===== src/rtl/csr_access_unit.sv =====
// csr_access_unit: sequences one CSR instruction (CSRRW/RS/RC and the
// immediate forms) through read, optional single write, and response.
// All outputs are registered. Each output's next value is decoded from the
// current state and the next state.
module csr_access_unit #(
  parameter logic [31:0] ILLEGAL_CAUSE = 32'd2
) (
  input  logic        clk,
  input  logic        reset_n,
  input  logic        req_valid_i,
  output logic        req_ready_o,
  input  logic [2:0]  req_op_i,
  input  logic [11:0] req_csr_i,
  input  logic [31:0] req_rs1_data_i,
  input  logic [4:0]  req_uimm_i,
  input  logic        req_rs1_zero_i,
  input  logic [1:0]  priv_i,
  output logic [11:0] csr_addr_o,
  output logic [31:0] csr_w_data_o,
  output logic        csr_w_en_o,
  input  logic [31:0] csr_data_i,
  output logic        rsp_valid_o,
  input  logic        rsp_ready_i,
  output logic [31:0] rsp_rd_data_o,
  output logic        rsp_illegal_o,
  output logic [31:0] rsp_cause_o
);

  typedef enum logic [1:0] {
    IDLE  = 2'd0,
    READ  = 2'd1,
    WRITE = 2'd2,
    RESP  = 2'd3
  } state_t;

  state_t state_r, state_nxt_s;

  // Captured request fields
  logic [2:0]  op_r;
  logic [31:0] src_r;
  logic        rs1_zero_r;
  logic [1:0]  priv_r;

  // Output registers and their next values
  logic        req_ready_r,   req_ready_nxt_s;
  logic [11:0] csr_addr_r,    csr_addr_nxt_s;
  logic [31:0] csr_w_data_r,  csr_w_data_nxt_s;
  logic        csr_w_en_r,    csr_w_en_nxt_s;
  logic        rsp_valid_r,   rsp_valid_nxt_s;
  logic [31:0] rsp_rd_data_r, rsp_rd_data_nxt_s;
  logic        rsp_illegal_r, rsp_illegal_nxt_s;
  logic [31:0] rsp_cause_r,   rsp_cause_nxt_s;

  logic        write_intent_s;
  logic        illegal_s;
  logic [31:0] new_value_s;

  // Read-modify-write value selected by the low funct3 bits
  function automatic logic [31:0] rmw_value(input logic [2:0]  op,
                                            input logic [31:0] old,
                                            input logic [31:0] src);
    case (op[1:0])
      2'b01:   rmw_value = src;
      2'b10:   rmw_value = old | src;
      2'b11:   rmw_value = old & ~src;
      default: rmw_value = 32'h0000_0000;
    endcase
  endfunction

  // Legality, write intent and new value, evaluated while in READ
  always_comb begin
    if (op_r[1:0] == 2'b01) begin
      write_intent_s = 1'b1;
    end else begin
      write_intent_s = !rs1_zero_r;
    end
    illegal_s = (op_r[1:0] == 2'b00) ||
                (priv_r < csr_addr_r[9:8]) ||
                ((csr_addr_r[11:10] == 2'b11) && write_intent_s);
    new_value_s = rmw_value(op_r, csr_data_i, src_r);
  end

  // State register
  always_ff @(posedge clk or negedge reset_n) begin
    if (!reset_n) begin
      state_r <= IDLE;
    end else begin
      state_r <= state_nxt_s;
    end
  end

  // Next-state decode
  always_comb begin
    state_nxt_s = state_r;
    case (state_r)
      IDLE: begin
        if (req_valid_i) begin
          state_nxt_s = READ;
        end else begin
          state_nxt_s = IDLE;
        end
      end
      READ: begin
        if (!illegal_s && write_intent_s) begin
          state_nxt_s = WRITE;
        end else begin
          state_nxt_s = RESP;
        end
      end
      WRITE:   state_nxt_s = RESP;
      RESP: begin
        if (rsp_ready_i) begin
          state_nxt_s = IDLE;
        end else begin
          state_nxt_s = RESP;
        end
      end
      default: state_nxt_s = IDLE;
    endcase
  end

  // Capture the request fields on acceptance; the operand is resolved here
  always_ff @(posedge clk or negedge reset_n) begin
    if (!reset_n) begin
      op_r       <= 3'b000;
      src_r      <= 32'h0000_0000;
      rs1_zero_r <= 1'b0;
      priv_r     <= 2'b00;
    end else if ((state_r == IDLE) && req_valid_i) begin
      op_r       <= req_op_i;
      src_r      <= req_op_i[2] ? {27'b0, req_uimm_i} : req_rs1_data_i;
      rs1_zero_r <= req_rs1_zero_i;
      priv_r     <= priv_i;
    end else begin
      op_r       <= op_r;
      src_r      <= src_r;
      rs1_zero_r <= rs1_zero_r;
      priv_r     <= priv_r;
    end
  end

  // Output decode: next values of the registered outputs
  always_comb begin
    req_ready_nxt_s   = (state_nxt_s == IDLE);
    csr_addr_nxt_s    = csr_addr_r;
    csr_w_data_nxt_s  = csr_w_data_r;
    csr_w_en_nxt_s    = 1'b0;
    rsp_valid_nxt_s   = rsp_valid_r;
    rsp_rd_data_nxt_s = rsp_rd_data_r;
    rsp_illegal_nxt_s = rsp_illegal_r;
    rsp_cause_nxt_s   = rsp_cause_r;
    case (state_r)
      IDLE: begin
        if (req_valid_i) begin
          csr_addr_nxt_s    = req_csr_i;
          rsp_rd_data_nxt_s = 32'h0000_0000;
          rsp_illegal_nxt_s = 1'b0;
          rsp_cause_nxt_s   = 32'h0000_0000;
        end else begin
          csr_addr_nxt_s    = csr_addr_r;
        end
      end
      READ: begin
        rsp_illegal_nxt_s = illegal_s;
        if (illegal_s) begin
          rsp_rd_data_nxt_s = 32'h0000_0000;
          rsp_cause_nxt_s   = ILLEGAL_CAUSE;
        end else begin
          rsp_rd_data_nxt_s = csr_data_i;
          rsp_cause_nxt_s   = 32'h0000_0000;
        end
        if (state_nxt_s == WRITE) begin
          csr_w_en_nxt_s   = 1'b1;
          csr_w_data_nxt_s = new_value_s;
        end else begin
          rsp_valid_nxt_s  = 1'b1;
        end
      end
      WRITE: rsp_valid_nxt_s = 1'b1;
      RESP: begin
        if (rsp_ready_i) begin
          rsp_valid_nxt_s = 1'b0;
        end else begin
          rsp_valid_nxt_s = 1'b1;
        end
      end
      default: rsp_valid_nxt_s = 1'b0;
    endcase
  end

  // Output registers; reset forces the write strobe low immediately
  always_ff @(posedge clk or negedge reset_n) begin
    if (!reset_n) begin
      req_ready_r   <= 1'b1;
      csr_addr_r    <= 12'h000;
      csr_w_data_r  <= 32'h0000_0000;
      csr_w_en_r    <= 1'b0;
      rsp_valid_r   <= 1'b0;
      rsp_rd_data_r <= 32'h0000_0000;
      rsp_illegal_r <= 1'b0;
      rsp_cause_r   <= 32'h0000_0000;
    end else begin
      req_ready_r   <= req_ready_nxt_s;
      csr_addr_r    <= csr_addr_nxt_s;
      csr_w_data_r  <= csr_w_data_nxt_s;
      csr_w_en_r    <= csr_w_en_nxt_s;
      rsp_valid_r   <= rsp_valid_nxt_s;
      rsp_rd_data_r <= rsp_rd_data_nxt_s;
      rsp_illegal_r <= rsp_illegal_nxt_s;
      rsp_cause_r   <= rsp_cause_nxt_s;
    end
  end

  assign req_ready_o   = req_ready_r;
  assign csr_addr_o    = csr_addr_r;
  assign csr_w_data_o  = csr_w_data_r;
  assign csr_w_en_o    = csr_w_en_r;
  assign rsp_valid_o   = rsp_valid_r;
  assign rsp_rd_data_o = rsp_rd_data_r;
  assign rsp_illegal_o = rsp_illegal_r;
  assign rsp_cause_o   = rsp_cause_r;

endmodule

===== config.mk =====
export PLATFORM = sky130hd
export DESIGN_NAME = csr_access_unit
export DESIGN_NICKNAME = d
export VERILOG_FILES = /design/src/rtl/csr_access_unit.sv
export SDC_FILE = /design/constraint.sdc
export NUM_CORES = 1
export LEC_CHECK = 0
export CORE_UTILIZATION = 42
export CTS_CLUSTER_DIAMETER = 150
export DETAILED_ROUTE_END_ITERATION = 8
export GPL_TIMING_DRIVEN = 1
export PLACE_DENSITY = 0.77
export SLEW_MARGIN = 40
export SYNTH_ARGS = -nofsm -noshare
export SYNTH_HDL_FRONTEND = slang
export SYNTH_SLANG_ARGS = --single-unit

===== constraint.sdc =====
create_clock -name clk -period 1.7 [get_ports clk]
set_input_delay 0.34 -clock clk [delete_from_list [all_inputs] [get_ports clk]]
set_output_delay 0.34 -clock clk [all_outputs]
set_load 0.01 [all_outputs]

==> impl_results.md <==
- Drt via density: a little over 5
- F_max: 538 MHz
- Reg2reg end: csr_w_data_o[24]
- Final Slew Violations: 0
- Max Cap Violations: 0
- Adder-cell area share of the yosys netlist: 0.00205
- Failing checks: setup timing
- Routed len/inst: 18.0 µm
- H-tree levels: 4
- Drt pass-1 iters: 5
- First-pass GRT wire length: roughly 25000 µm
- Layout area overhead: 48.7%
- Post-Place Worst Slack: -0.184 ns
- Core area: ~14000 µm²
- Gate Count Post-Synth: between 500 and 600
- Post-synth top area share: 0.485
- DP Area: 7970 µm²
- Post-route DRC: 0
- Via count of the first global-routing pass: between 4000 and 5000
- CTS tree: done
- DIE WIDTH: 122 µm
- 1st-iter DRT viols: 228
- DR vias: about 4600
- GRT Residual Overflow: 0
- FF-to-FF setup slack: -0.16 ns
- Final Cycle Share: 1.09
- Crit Reg-Reg Startpoint: priv_r[1]
- Final WS setup: -0.157 ns
- Sequential area share after synthesis: 0.489
- YS warnings: 0
- Final hold violation count: 0
- Crit path max fanout: 7
- Synthesis-stage register bit count: around 120
- WS Path Type: flop to flop
- Worst-case vdd ir drop: around 0.001 V
- Utilization of the core after routing: 0.647
- Asr flop ratio synth: 1.00
- CTS root buf: clkbuf_16
- Routed WL: 16100 µm
- CTS Buf Count: 17
- Leakage: 0.00442 µW
- CTS sink cnt: between 100 and 150
- CP Launch Type: flop
- Main combinational cell family by area after synthesis: multiplexers
- Reg2Reg Depth: 7
- Hold Slack: 0.418 ns
- Fraction of the mapped netlist area in simple logic gates: 0.0906
- Reg clk slew, reported paths: 0.05 ns
- Worst clock skew: 0.00971 ns
- Post-synth top area cell: dfrtp_1
- Total GRT Usage: 0.219
- CP endpoint kind: flop
- Area of the mapped netlist: approximately 6100 µm²
- Longest Clk Path Bufs: 2
- Worst skew pair latency: 0.42 ns
- Finish-stage setup viols: 48
- Largest net degree at the start of global routing: 66
- RSZ-0062 raised after global routing: yes
- Synth unique cells: 34
- Initial Utilization: 0.436
- Avg Cell Area, Syn: about 12 µm²
- Compound-Gate Fraction of Synth Area: 0.145
- HPWL after detailed placement: 10600 µm
- Port Buffers: 171
- Worst Path Required: slightly below 2 ns
- Synth Flop Type: dfrtp_1
- Height of the die: 122 µm
- Ant. Diodes: 0
- PD cells: 1800 nW/µm²
- Final Cell Area: a little over 9000 µm²
- Num ports: 203
- WP data arrival: 2.15 ns
- Initial antenna violation count: 0
- Number of synthesized flops with an enable pin: 0
- Die area: about 15000 µm²
- Total power: 16300 µW
- Routed Antenna Nets: 0
- FP Rows: 43
- Xor/xnor share of the synthesized area: 0
- Status: complete, but fails checks
- Fin crit period: between 1.5 and 2 ns
- Synth top area cells: dfrtp_1, mux2_4, o31ai_2
- Placer congestion estimate: 0.796
- Share of cells above drive strength 1: 0.198
- Final net count: 796
- Min-delay worst type: primary input to async pin
- Proportion of synthesized area in mux cells: 0.171
final cells by class:
| type | count | area [µm²] |
|---|---|---|
| clock buffers | 22 | 494 |
| clock inverters | 9 | 97.6 |
| fillers | 1072 | 4930 |
| inverters | 33 | 124 |
| multi-input cells | 328 | 2880 |
| flip-flops and latches | 119 | 2980 |
| well taps | 180 | 225 |
| repair buffers | 205 | 2260 |
critical path, cell delays in order, from the launching register on:
cell and delay (ns):
dfrtp_1 0.41, ha_4 0.28, o22ai_2 0.06, nor2_2 0.14
and4bb_4 0.29, buf_12 0.13, buf_12 0.13, mux2_4 0.30
metal layers:
| layer | vias up | wire (µm) | track usage |
|---|---|---|---|
| met4 | 0 | 301 | 0.0861 |
| met1 | 2228 | 6690 | 0.272 |
| met3 | 27 | 1000 | 0.0507 |
| met2 | 177 | 8150 | 0.369 |
| li1 | 2134 | - | - |
| met5 | - | 0 | 0 |
cells in the mapped netlist (2+ instances only):
library cell	count
buf_1	11
mux2_1	20
nor2_1	3
buf_2	5
inv_1	33
nand3_1	33
o21ai_1	32
clkbuf_1	17
o31ai_1	4
dfrtp_1	118
o31ai_2	30
nand2b_1	28
a22o_1	32
buf_12	3
and2_1	2
mux2i_1	37
mux2_4	29
buf_4	32
buf_6	6
nand2_1	35
kinds of logic after synthesis:
logic type,count (synthesis)
DFF,119
buffers and inverters,107
and+or+nand+nor,106
AOI/OAI and AO/OA,103
muxes,87
adders and majority gates,1
other,1
sequential cells by signal, indices dropped and copies added, names as in the netlist:
register	cells
rsp_cause_o	1
src_r	32
csr_addr_o	12
req_ready_o	1
state_r	2
rsp_valid_o	1
csr_w_en_o	1
rs1_zero_r	1
priv_r	2
rsp_rd_data_o	32
op_r	2
csr_w_data_o	32
power by group:
group          switching (µW)  internal [µW]
clock                    1220           2320
combinational            3720           4200
sequential                875           3950
how the worst max path moves through the flow:
| stage | slack (ns) | from | cells past startpoint | to |
|---|---|---|---|---|
| floorplan | -0.06 | csr_addr_o[9] | 8 | csr_w_data_o[0] |
| global placement | -0.13 | priv_r[1] | 6 | csr_w_data_o[25] |
| detailed placement | -0.18 | priv_r[1] | 6 | csr_w_data_o[23] |
| CTS | -0.16 | priv_r[1] | 7 | csr_w_data_o[18] |
| global route | -0.22 | priv_r[1] | 7 | csr_w_data_o[21] |
| finish | -0.16 | priv_r[1] | 7 | csr_w_data_o[24] |
placed cells by master, fill, tap and decap left out, drive strengths merged, types with 3 or more instances in the layout:
master,count
o21ai,32
conb,31
nand3,33
buf,32
o31ai,34
dlymetal6s2s,26
mux2i,37
nor2,3
nand2,35
clkbuf,24
dlygate4sd2,13
mux2,50
clkdlybuf4s50,131
nand2b,29
a22o,32
dfrtp,118
inv,33
clkinv,6
metrics by stage:
| step | instances | setup TNS [ns] |
|---|---|---|
| 5_1_grt | 896 | -8.26 |
| 4_1_cts | 892 | -4.57 |
| 6_report | 896 | -4.84 |
| 2_1_floorplan | 554 | -1.81 |
| 3_5_place_dp | 855 | -4.73 |
| 3_3_place_gp | 855 | -3.65 |
what timing repair did:
action / 4_1_cts / 5_1_grt
buffers inserted: 2 / 1
pin swaps: 3 / 2
gates cloned: 3 / 3
gates resized for setup: 22 / 56
endpoints found under the hold margin: 25 / 0
setup endpoints to repair: 57 / 78
hold buffers: 1 / 0
Power figures use the tool's default switching activity.
